--- src/rtl/serial_bit_feeder.sv ---
// Serializes one parallel word per frame into the conditional-invert mux,
// holding the mux select constant for the whole frame.
module serial_bit_feeder #(
  parameter int WIDTH     = 8,
  parameter bit LSB_FIRST = 1'b0,
  localparam int IW       = (WIDTH > 1) ? $clog2(WIDTH) : 1
) (
  input  logic          clk,
  input  logic          rst_n,
  input  logic          load_valid,
  output logic          load_ready,
  input  logic [WIDTH-1:0] load_data,
  input  logic          load_invert,
  input  logic          advance,
  output logic          bit_out,
  output logic          inv_sel,
  output logic          bit_valid,
  output logic          frame_start,
  output logic          frame_done,
  output logic [IW-1:0] bit_index
);

  localparam logic [IW-1:0] LAST = IW'(WIDTH - 1);
  localparam logic [IW-1:0] PREV = IW'(WIDTH - 2);

  typedef enum logic {IDLE, SHIFT} state_t;

  state_t           state;
  logic [WIDTH-1:0] shreg;
  logic             last;
  logic             accept;
  logic             step;

  function automatic logic head(input logic [WIDTH-1:0] d);
    return LSB_FIRST ? d[0] : d[WIDTH-1];
  endfunction

  function automatic logic [WIDTH-1:0] tail(input logic [WIDTH-1:0] d);
    return LSB_FIRST ? (d >> 1) : (d << 1);
  endfunction

  assign last       = (state == SHIFT) && (bit_index == LAST);
  assign load_ready = (state == IDLE) || (last && advance);
  assign accept     = load_valid && load_ready;
  assign step       = (state == SHIFT) && advance;

  // shreg holds the bits not yet presented; bit_out is the live one
  always_ff @(posedge clk or negedge rst_n) begin
    if (!rst_n) begin
      state       <= IDLE;
      shreg       <= '0;
      bit_out     <= 1'b0;
      inv_sel     <= 1'b0;
      bit_valid   <= 1'b0;
      frame_start <= 1'b0;
      frame_done  <= 1'b0;
      bit_index   <= '0;
    end else begin
      unique case (1'b1)
        accept: begin
          state       <= SHIFT;
          shreg       <= tail(load_data);
          bit_out     <= head(load_data);
          inv_sel     <= load_invert;
          bit_valid   <= 1'b1;
          frame_start <= 1'b1;
          frame_done  <= 1'b0;
          bit_index   <= '0;
        end
        step && last && !load_valid: begin
          state       <= IDLE;
          bit_valid   <= 1'b0;
          frame_start <= 1'b0;
          frame_done  <= 1'b0;
          bit_index   <= '0;
        end
        step && !last: begin
          shreg       <= tail(shreg);
          bit_out     <= head(shreg);
          frame_start <= 1'b0;
          frame_done  <= (bit_index == PREV);
          bit_index   <= bit_index + 1'b1;
        end
        default: ;
      endcase
    end
  end

endmodule
--- config.mk ---
export PLATFORM = sky130hd
export DESIGN_NAME = serial_bit_feeder
export DESIGN_NICKNAME = d
export VERILOG_FILES = /design/src/rtl/serial_bit_feeder.sv
export SDC_FILE = /design/constraint.sdc
export NUM_CORES = 1
export LEC_CHECK = 0
export BUFFER_PORTS_ARGS = -buffer_cell sky130_fd_sc_hd__buf_2
export CORE_MARGIN = 2
export CORE_UTILIZATION = 50
export DETAILED_ROUTE_END_ITERATION = 10
export HOLD_SLACK_MARGIN = 0.08
export PLACE_DENSITY = 0.75
export SYNTH_ARGS = -nofsm -noshare
export SYNTH_HDL_FRONTEND = slang
export SYNTH_SLANG_ARGS = --single-unit
--- constraint.sdc ---
create_clock -name clk -period 3.3 [get_ports clk]
set_clock_uncertainty 0.05 [all_clocks]
set_input_delay 0.66 -clock clk [delete_from_list [all_inputs] [get_ports clk]]
set_output_delay 0.66 -clock clk [all_outputs]
set_load 0.005 [all_outputs]
==> results of run 1 <==
==> cells in the final DEF, fill, tap and decap left out, drive strengths merged, types with 2 or more instances in the layout <==
cell type,synthesis,final
nand3,2,2
and2,7,7
buf,3,21
a22o,2,2
a221o,7,7
nor2,4,4
ha,3,3
a21bo,2,2
inv,3,3
nand2,4,4
mux2,2,2
clkbuf,1,4
dfrtp,15,15
and3,7,7
==> where the power goes <==
group          internal, mW  switching [mW]  leakage, nW
clock                0.0468          0.0558       0.0150
sequential            0.245          0.0463        0.194
combinational         0.121          0.0920        0.280
total                 0.413           0.194        0.489
==> per-stage QoR <==
stage	util	worst slack (ns)	total power, mW	hold slack [ns]	cells
5_1_grt	0.6105	0.9207	0.6563	0.2453	107
4_1_cts	0.6105	0.9973	0.6142	0.2320	107
3_3_place_gp	0.5927	1.352	0.5020	0.4227	103
3_5_place_dp	0.5927	1.310	0.5106	0.4288	103
6_report	0.6105	1.000	0.6073	0.2200	107
2_1_floorplan	-	1.399	0.4360	0.3144	70
==> layer usage <==
metal	up-vias	wire length [µm]	global-route usage
met1	280	701	0.2622
li1	300	-	-
met2	16	690	0.2537
met3	2	79	0.02917
met5	-	0	0
met4	0	9	0.09091
==> layout make-up <==
type / count / area, µm²
multi-input combinational: 48 / 360.3
tap: 16 / 20.02
inverter: 3 / 11.26
clock buffer: 4 / 26.28
timing repair buffer: 21 / 105.1
fill: 132 / 573.1
sequential: 15 / 375.4
==> cell families after synthesis <==
kind of cell             after synthesis
AND/OR/NAND/NOR                       26
AO/OA/AOI/OAI                         16
flip-flops                            15
buffers and inverters                  7
multiplexers                           3
adder cells (fa/ha/maj)                3
==> path summary, 6_finish.rpt <==
path,from,end,cells after the start
max in group asynchronous,rst_n,bit_index[0],1
min in group clk,frame_done,frame_done,1
worst max-delay path,bit_index[0],load_ready,4
worst max register to register,bit_index[0],inv_sel,5
worst min-delay path,rst_n,frame_done,1
worst min register to register,frame_done,frame_done,1
==> critical path: stages (launching register included) <==
cell and delay [ns]:
dfrtp_1 0.43, ha_1 0.21, ha_1 0.25, a21bo_4 0.28, buf_2 0.14
==> registers in the layout, summed over array words and instances (netlist names) <==
name         count
inv_sel          1
bit_index        3
bit_out          1
shreg            7
frame_start      1
state            1
frame_done       1
==> out/results.ini, run 1 <==
[synthesis]
synthArstFlopShare = 1.000
yosys.area.top_type = dfrtp_1
synth.cell_area_um2 = 774.5
yosysUniqueCellTypes = 25
synthCells = 70
yosysMostFrequentCell = dfrtp_1
synth_top_family_by_area = compound AO/OA/AOI/OAI gates
synth-edff-count = 0
yosysWarnings = 0
ys_seq_elements = 15
yosysSeqAreaShare = 0.4847
synth_nets = 86
synthXorXnorAreaFrac = 0
synth_fa_ha_area_frac = 0.04847
avgSynthCellArea_um2 = 11.06
synth_top_area_share = 0.4847
synthMuxAreaShare = 0.04200
synth_area_leaders = dfrtp_1 48%, a221o_1 9.0%, and2_1 5.7%, and3_1 5.7%, ha_1 4.8%
synthSimpleGateAreaFrac = 0.1826
synth_compound_area_frac = 0.1922
synth_common_cells = 15 x dfrtp_1, 7 x a221o_1, 7 x and2_1, 7 x and3_1
ys.flop_type = dfrtp_1

[global_routing]
antenna_found_initial = 0
gr-usage-all-layers = 0.1782
grt_pass1_vias = 555
grt_max_degree = 16
grt_pass1_wl_mm = 2.484
grt_overflow_total = 0

[finish]
drive_gt1_frac = 0.3077
final_nets = 108
antenna_cells = 0
syn2layout_area_growth_pct = 15.99
finalInstanceArea_um2 = 898.4

[clocking]
cts_resized = 0
clk_path_buf_depth = 2
cts_hold_buf = 0
clk_pin_slew_worst_paths_ns = 0.08
cts.htree.levels = 1
cts-root-buf = clkbuf_4
cts_made_buffers = 3
clk_latency_ns = 0.27
postCtsSetupRepairBufs = 0
cts.sinks = 15
cts_tree = yes

[place]
placed_area_um2 = 872.1
routabilityCongestion = 0.8066
dp_hpwl_mm = 1.069
placement.io_buffers = 21

[routing]
vias_per_cell = 5.589
final_antenna_net_count = 0
num_vias = 598
dr.pass1.iters = 6
drcViolationCount = 0
drtIter0Drc = 7
totalWireLength_mm = 1.481
wl_per_cell_um = 13.84

[power]
ir_drop_mv = 0.3725
p_leak_nw = 0.4887
power_density_nw_per_um2 = 676.0

[timing]
fin_crit_sh = 0.6969
min_period_ns = 2.300
worst_pin_slew_ns = 0.6209
setup_viol = 0
maxSlewHeadroom = 0.5845
max_clock_freq_mhz = 434.8
finalSetupTns_ns = 0
grt_setup_unrepaired = no
finalHoldViolCount = 0
drv_slew = 0

[worst_hold_path]
hp-class = input pin to async pin

[floorplanning]
dieArea_um2 = 1880
die_h_um = 43.36
ios = 22
die_w_um = 43.36
core_area_um2 = 1471
start_util = 0.5264
rows = 14

[critical_path]
cp.required_ns = 2.59
end_kind = primary output
setup.reg_to_reg.worst_slack_ns = 1.35
worstSetupPathType = flip-flop to primary output
cp.arrival_ns = 1.59
start_kind = flip-flop
cp_max_fo = 12

[flow_run]
cap_viol_max_count = 0

[run_status]
status = completed

Power figures use the tool's default switching activity.
==> run 2, diff against run 1 <==
CORE_UTILIZATION = 49   (was 50)
PLACE_DENSITY = 0.74   (was 0.75)
clock period = 2.2 ns   (was 3.3 ns; I/O delays follow)
==> run 2 against run 1 <==
Critical path depth unchanged; combinational power increased by 53%; die area grew 1.9%; highest routed layer unchanged; cell count increased by 0.93%; via count rose by 3.3%; first-iteration DRC count is 100% higher; clock power rose by 53%.
==> out/results.ini, run 2 (same netlist as run 1, synthesis figures left out) <==
[run_status]
status = completed  ; unchanged

[timing]
finalSetupTns_ns = 0  ; unchanged
setup_viol = 0  ; unchanged
finalHoldViolCount = 0  ; unchanged
fin_ws_ns = 0.09771  ; was 1.000 ns
fin_crit_sh = 0.9556
max_clock_freq_mhz = 475.7
maxSlewHeadroom = 0.5790  ; was 0.5845
min_period_ns = 2.102
grt_setup_unrepaired = no  ; unchanged
worst_pin_slew_ns = 0.6292  ; was 0.6209 ns
drv_slew = 0  ; unchanged

[power]
intPower_mw = 0.6175  ; was 0.4132 mW
power_density_nw_per_um2 = 1015  ; was 676.0 nW/µm²
ir_drop_mv = 0.4376  ; was 0.3725 mV
p_seq_frac = 0.477  ; was 0.480
swShare = 0.3309  ; was 0.3196
power_frac_comb = 0.352  ; was 0.351
p_leak_nw = 0.4956  ; was 0.4887 nW
power_frac_clock = 0.171  ; was 0.169
p_sw_mw = 0.3054  ; was 0.1941 mW

[routing]
final_antenna_net_count = 0  ; unchanged
wl_per_cell_um = 14.93  ; was 13.84 µm
dr.pass1.iters = 4  ; was 6
vias_per_cell = 5.722  ; was 5.589
totalWireLength_mm = 1.612  ; was 1.481 mm
drtIter0Drc = 14  ; was 7
drcViolationCount = 0  ; unchanged
num_vias = 618  ; was 598

[global_routing]
grt_overflow_total = 0  ; unchanged
grt_max_degree = 16  ; unchanged
grt_pass1_wl_mm = 2.511  ; was 2.484 mm
grt_pass1_vias = 565  ; was 555
antenna_found_initial = 0  ; unchanged
gr-usage-all-layers = 0.1825  ; was 0.1782

[place]
dp_hpwl_mm = 1.130  ; was 1.069 mm
dp_cells = 103  ; unchanged
post-place-ws_ns = 0.2723  ; was 1.310 ns
routabilityCongestion = 0.6926  ; was 0.8066
placed_area_um2 = 872.1  ; unchanged
placement.io_buffers = 21  ; unchanged

[critical_path]
end_kind = primary output  ; unchanged
cp.required_ns = 1.71  ; was 2.59 ns
cp.arrival_ns = 1.61  ; was 1.59 ns
start_kind = flip-flop  ; unchanged
worstSetupPathType = flip-flop to primary output  ; unchanged
cp_max_fo = 12  ; unchanged

[floorplanning]
die_h_um = 43.76  ; was 43.36 µm
dieArea_um2 = 1915  ; was 1880 µm²
die_w_um = 43.76  ; was 43.36 µm
core_area_um2 = 1489  ; was 1471 µm²
ios = 22  ; unchanged
start_util = 0.5202  ; was 0.5264
rows = 14  ; unchanged

[clocking]
cts.htree.levels = 1  ; unchanged
clk_latency_ns = 0.29  ; was 0.27 ns
cts-root-buf = clkbuf_4  ; unchanged
cts_tree = yes  ; unchanged
cts_made_buffers = 3  ; unchanged
cts_resized = 0  ; unchanged
cts.sinks = 15  ; unchanged
clk_path_buf_depth = 2  ; unchanged
clk_pin_slew_worst_paths_ns = 0.10  ; was 0.08 ns

[finish]
largest_register_ffs = 7  ; unchanged
final_nets = 109  ; was 108
fin_cells = 108  ; was 107
syn2layout_area_growth_pct = 17.45  ; was 15.99%
nFillCells = 123  ; was 132
drive_gt1_frac = 0.3152  ; was 0.3077
antenna_cells = 0  ; unchanged
final_common_cell = buf_2  ; unchanged
mostFrequentLayoutCells = 21 x buf_2, 15 x dfrtp_1, 7 x and2_1, 7 x and3_1, 7 x a221o_1  ; unchanged
reg_top3 = shreg (7), bit_index (3)  ; unchanged
finalInstanceArea_um2 = 909.6  ; was 898.4 µm²
top_register = shreg  ; unchanged
utilization = 0.6109  ; was 0.6105

[worst_hold_path]
hp-class = input pin to flip-flop  ; was input pin to async pin

[flow_run]
cap_viol_max_count = 0  ; unchanged

==> run 2: per-stage QoR <==
stage / hold slack [ns] / power, mW
detailed placement: 0.3135 / 0.7702
CTS: 0.3233 / 0.9310
global placement: 0.3126 / 0.7504
floorplan: 0.09441 / 0.6540
global route: 0.3315 / 0.9876
finish: 0.3271 / 0.9229
==> run 2: path summary, 6_finish.rpt <==
path / from / to / slack (ns) / cells past startpoint
max: bit_index[0] / load_ready / 0.1 / 4
min in group asynchronous: rst_n / bit_out / 0.53 / 2
min reg2reg: frame_done / frame_done / 0.44 / 1
max in group asynchronous: rst_n / frame_done / 1.31 / 2
max reg2reg: bit_index[0] / inv_sel / 0.25 / 5
min: load_invert / inv_sel / 0.33 / 2
==> run 2: layout make-up <==
type                            instances  area [µm²]  area share
Sequential cell                        15       375.4      0.4127
Multi-Input combinational cell         48       360.3      0.3961
Timing Repair Buffer                   22       115.1      0.1265
Clock buffer                            3       22.52     0.02476
Tap cell                               16       20.02     0.02201
Inverter                                3       11.26     0.01238
Clock inverter                          1       5.005    0.005502
==> run 2: worst max-delay path, cell delays in order, from the launching register on <==
cell and delay, ns:
dfrtp_1 0.44, ha_1 0.21, ha_1 0.26, a21bo_4 0.28, buf_2 0.14
==> run 2: routing by layer <==
| layer | vias up | track usage | share of wire |
|---|---|---|---|
| li1 | 300 | - | - |
| met2 | 19 | 0.2794 | 0.47 |
| met3 | 2 | 0.04167 | 0.050 |
| met1 | 297 | 0.2345 | 0.47 |
| met5 | - | 0 | 0 |
| met4 | 0 | 0.1091 | 0.0093 |
==> run 2: what timing repair did <==
action | in CTS | in global routing
hold endpoints to repair | 15 | 0
buffers inserted | 0 | 0
hold buffers | 1 | 0
==> run 2: power groups by stage <==
stage	Combinational [mW]	Clock [mW]	Sequential, mW
floorplan	0.223	0	0.431
global placement	0.315	0	0.436
detailed placement	0.323	0	0.447
CTS	0.328	0.163	0.440
global route	0.359	0.176	0.453
finish	0.325	0.158	0.440
==> run 3, diff against run 2 <==
CELL_PAD_IN_SITES_DETAIL_PLACEMENT = 1   (was not set)
CELL_PAD_IN_SITES_GLOBAL_PLACEMENT = 2   (was not set)
CORE_ASPECT_RATIO = 0.8   (was not set)
CORE_UTILIZATION = 31   (was 49)
GPL_TIMING_DRIVEN = 0   (was not set)
==> run 3 against run 2 <==
Via count grew 4.9%; routed wire length up 12%; register-to-register slack improved by 0.06 ns; critical path depth up 1; global-route usage decreased by 3.9 points; worst hold slack gained 0.0080 ns; first-iteration DRC count is 57% lower; sequential power decreased by 3%; final area increased by 6.6%; non-clock buffer count is 6 higher; critical path type unchanged; critical endpoint unchanged.
==> out/results.ini, run 3 (same netlist as run 1, synthesis figures left out) <==
[finish]
final_nets = 115  ; was 109
final_common_cell = buf_2  ; unchanged
top_register = shreg  ; unchanged
largest_register_ffs = 7  ; unchanged
nFillCells = 279  ; was 123
finalInstanceArea_um2 = 969.7  ; was 909.6 µm²
syn2layout_area_growth_pct = 25.20  ; was 17.45%
antenna_cells = 0  ; unchanged
mostFrequentLayoutCells = 21 x buf_2, 15 x dfrtp_1, 7 x and2_1, 7 x and3_1, 7 x a221o_1  ; unchanged
drive_gt1_frac = 0.3469  ; was 0.3152
utilization = 0.4036  ; was 0.6109
reg_top3 = shreg (7), bit_index (3)  ; unchanged

[floorplanning]
die_w_um = 59.89  ; was 43.76 µm
core_area_um2 = 2402  ; was 1489 µm²
rows = 16  ; was 14
dieArea_um2 = 2917  ; was 1915 µm²
ios = 22  ; unchanged
start_util = 0.3224  ; was 0.5202
die_h_um = 48.71  ; was 43.76 µm

[routing]
drtIter0Drc = 6  ; was 14
final_antenna_net_count = 0  ; unchanged
wl_per_cell_um = 14.47  ; was 14.93 µm
drcViolationCount = 0  ; unchanged
drt-met1-wl_um = 858  ; was 754 µm
dr.pass1.iters = 2  ; was 4
met2_length_um = 865  ; was 762 µm
highest_layer = met4  ; unchanged
vias_per_cell = 5.184  ; was 5.722
num_vias = 648  ; was 618
wl_met3_um = 63  ; was 80 µm
totalWireLength_mm = 1.809  ; was 1.612 mm

[power]
p_seq_frac = 0.437  ; was 0.477
finalPower_mw = 0.9727  ; was 0.9229 mW
power_frac_clock = 0.162  ; was 0.171
p_sw_mw = 0.3103  ; was 0.3054 mW
power_density_nw_per_um2 = 1003  ; was 1015 nW/µm²
power_frac_comb = 0.401  ; was 0.352
p_leak_nw = 0.5168  ; was 0.4956 nW
swShare = 0.3190  ; was 0.3309
ir_drop_mv = 0.2480  ; was 0.4376 mV
intPower_mw = 0.6624  ; was 0.6175 mW

[timing]
max_clock_freq_mhz = 472.9  ; was 475.7 MHz
worst_pin_slew_ns = 0.6246  ; was 0.6292 ns
min_period_ns = 2.114  ; was 2.102 ns
grt_setup_unrepaired = no  ; unchanged
finalHoldViolCount = 0  ; unchanged
drv_slew = 0  ; unchanged
fin_crit_sh = 0.9611  ; was 0.9556
setup_viol = 0  ; unchanged
maxSlewHeadroom = 0.5821  ; was 0.5790
finalSetupTns_ns = 0  ; unchanged

[worst_hold_path]
hp-class = input pin to flip-flop  ; unchanged

[clocking]
cts_made_buffers = 3  ; unchanged
cts_tree = yes  ; unchanged
clk_latency_ns = 0.28  ; was 0.29 ns
cts-root-buf = clkbuf_4  ; unchanged
clk_path_buf_depth = 2  ; unchanged
cts.sinks = 15  ; unchanged
clk_pin_slew_worst_paths_ns = 0.09  ; was 0.10 ns
cts.htree.levels = 1  ; unchanged

[critical_path]
cp.arrival_ns = 1.62  ; was 1.61 ns
cp_cell_sequence = ha_1 -> ha_2 -> a21bo_4 -> buf_6 -> buf_2  ; was ha_1 -> ha_1 -> a21bo_4 -> buf_2
cpPeakStageDelay_ns = 0.42  ; was 0.44 ns
worstSetupPathType = flip-flop to primary output  ; unchanged
cp.required_ns = 1.71  ; about the same
cp_max_fo = 10  ; was 12
path_delay_family = adder cells  ; unchanged
start_kind = flip-flop  ; unchanged
critPathBufInv = 2  ; was 1
end_kind = primary output  ; unchanged
slowest_stage = dfrtp_1  ; unchanged

[global_routing]
gr-usage-all-layers = 0.1437  ; was 0.1825
grt_max_degree = 16  ; unchanged
grt_pass1_vias = 615  ; was 565
grt_pass1_wl_mm = 3.070  ; was 2.511 mm
antenna_found_initial = 0  ; unchanged
grt_overflow_total = 0  ; unchanged

[place]
placed_area_um2 = 908.4  ; was 872.1 µm²
routabilityCongestion = 0.6992  ; was 0.6926
dp_hpwl_mm = 1.257  ; was 1.130 mm
placement.io_buffers = 20  ; was 21

[flow_run]
cap_viol_max_count = 0  ; unchanged

[run_status]
status = completed  ; unchanged

-- run 3: layout make-up --
class,count,area [µm²],area share
clock buffers,4,26.28,0.02710
multi-input cells,48,362.8,0.3742
flip-flops and latches,15,375.4,0.3871
repair buffers,24,132.6,0.1368
plain buffers,4,27.53,0.02839
well taps,27,33.78,0.03484
inverters,3,11.26,0.01161
-- run 3: repair_timing --
item                       in CTS  in global routing
buffers inserted                0                  3
gates resized for setup         1                  0
setup endpoints to repair       1                  1
hold buffers                    1                  0
hold endpoints to repair       15                  0
-- run 3: per-stage QoR --
step	instances	hold slack, ns	setup WS [ns]
after CTS	122	0.3253	0.04340
after floorplan	70	0.09441	0.4244
after global routing	125	0.3362	0.002358
after detailed placement	117	0.3183	0.2341
final	125	0.3350	0.08560
after global placement	117	0.3139	0.2463
-- run 3: power by group through the flow --
| stage | sequential [mW] | combinational [mW] | clock, mW |
|---|---|---|---|
| after floorplan | 0.431 | 0.223 | 0 |
| after detailed placement | 0.440 | 0.344 | 0 |
| after global placement | 0.436 | 0.338 | 0 |
| after CTS | 0.435 | 0.350 | 0.170 |
| after global routing | 0.439 | 0.447 | 0.181 |
| final | 0.425 | 0.390 | 0.158 |
-- run 3: path summary, 6_finish.rpt --
kind,from,endpoint,slack (ns),cells after the start
setup / recovery,bit_index[0],load_ready,0.09,5
hold / removal,load_invert,inv_sel,0.34,2
setup reg to reg,bit_index[0],shreg[3],0.31,5
hold reg to reg,frame_done,frame_done,0.46,1
max in group asynchronous,rst_n,frame_start,1.30,2
min in group asynchronous,rst_n,inv_sel,0.55,2
-- run 3: routing by layer --
metal  vias up  global-route usage
met5         -                   0
met4         0             0.05556
met3         2             0.04813
met2        12              0.1993
met1       320              0.2037
li1        314                   -
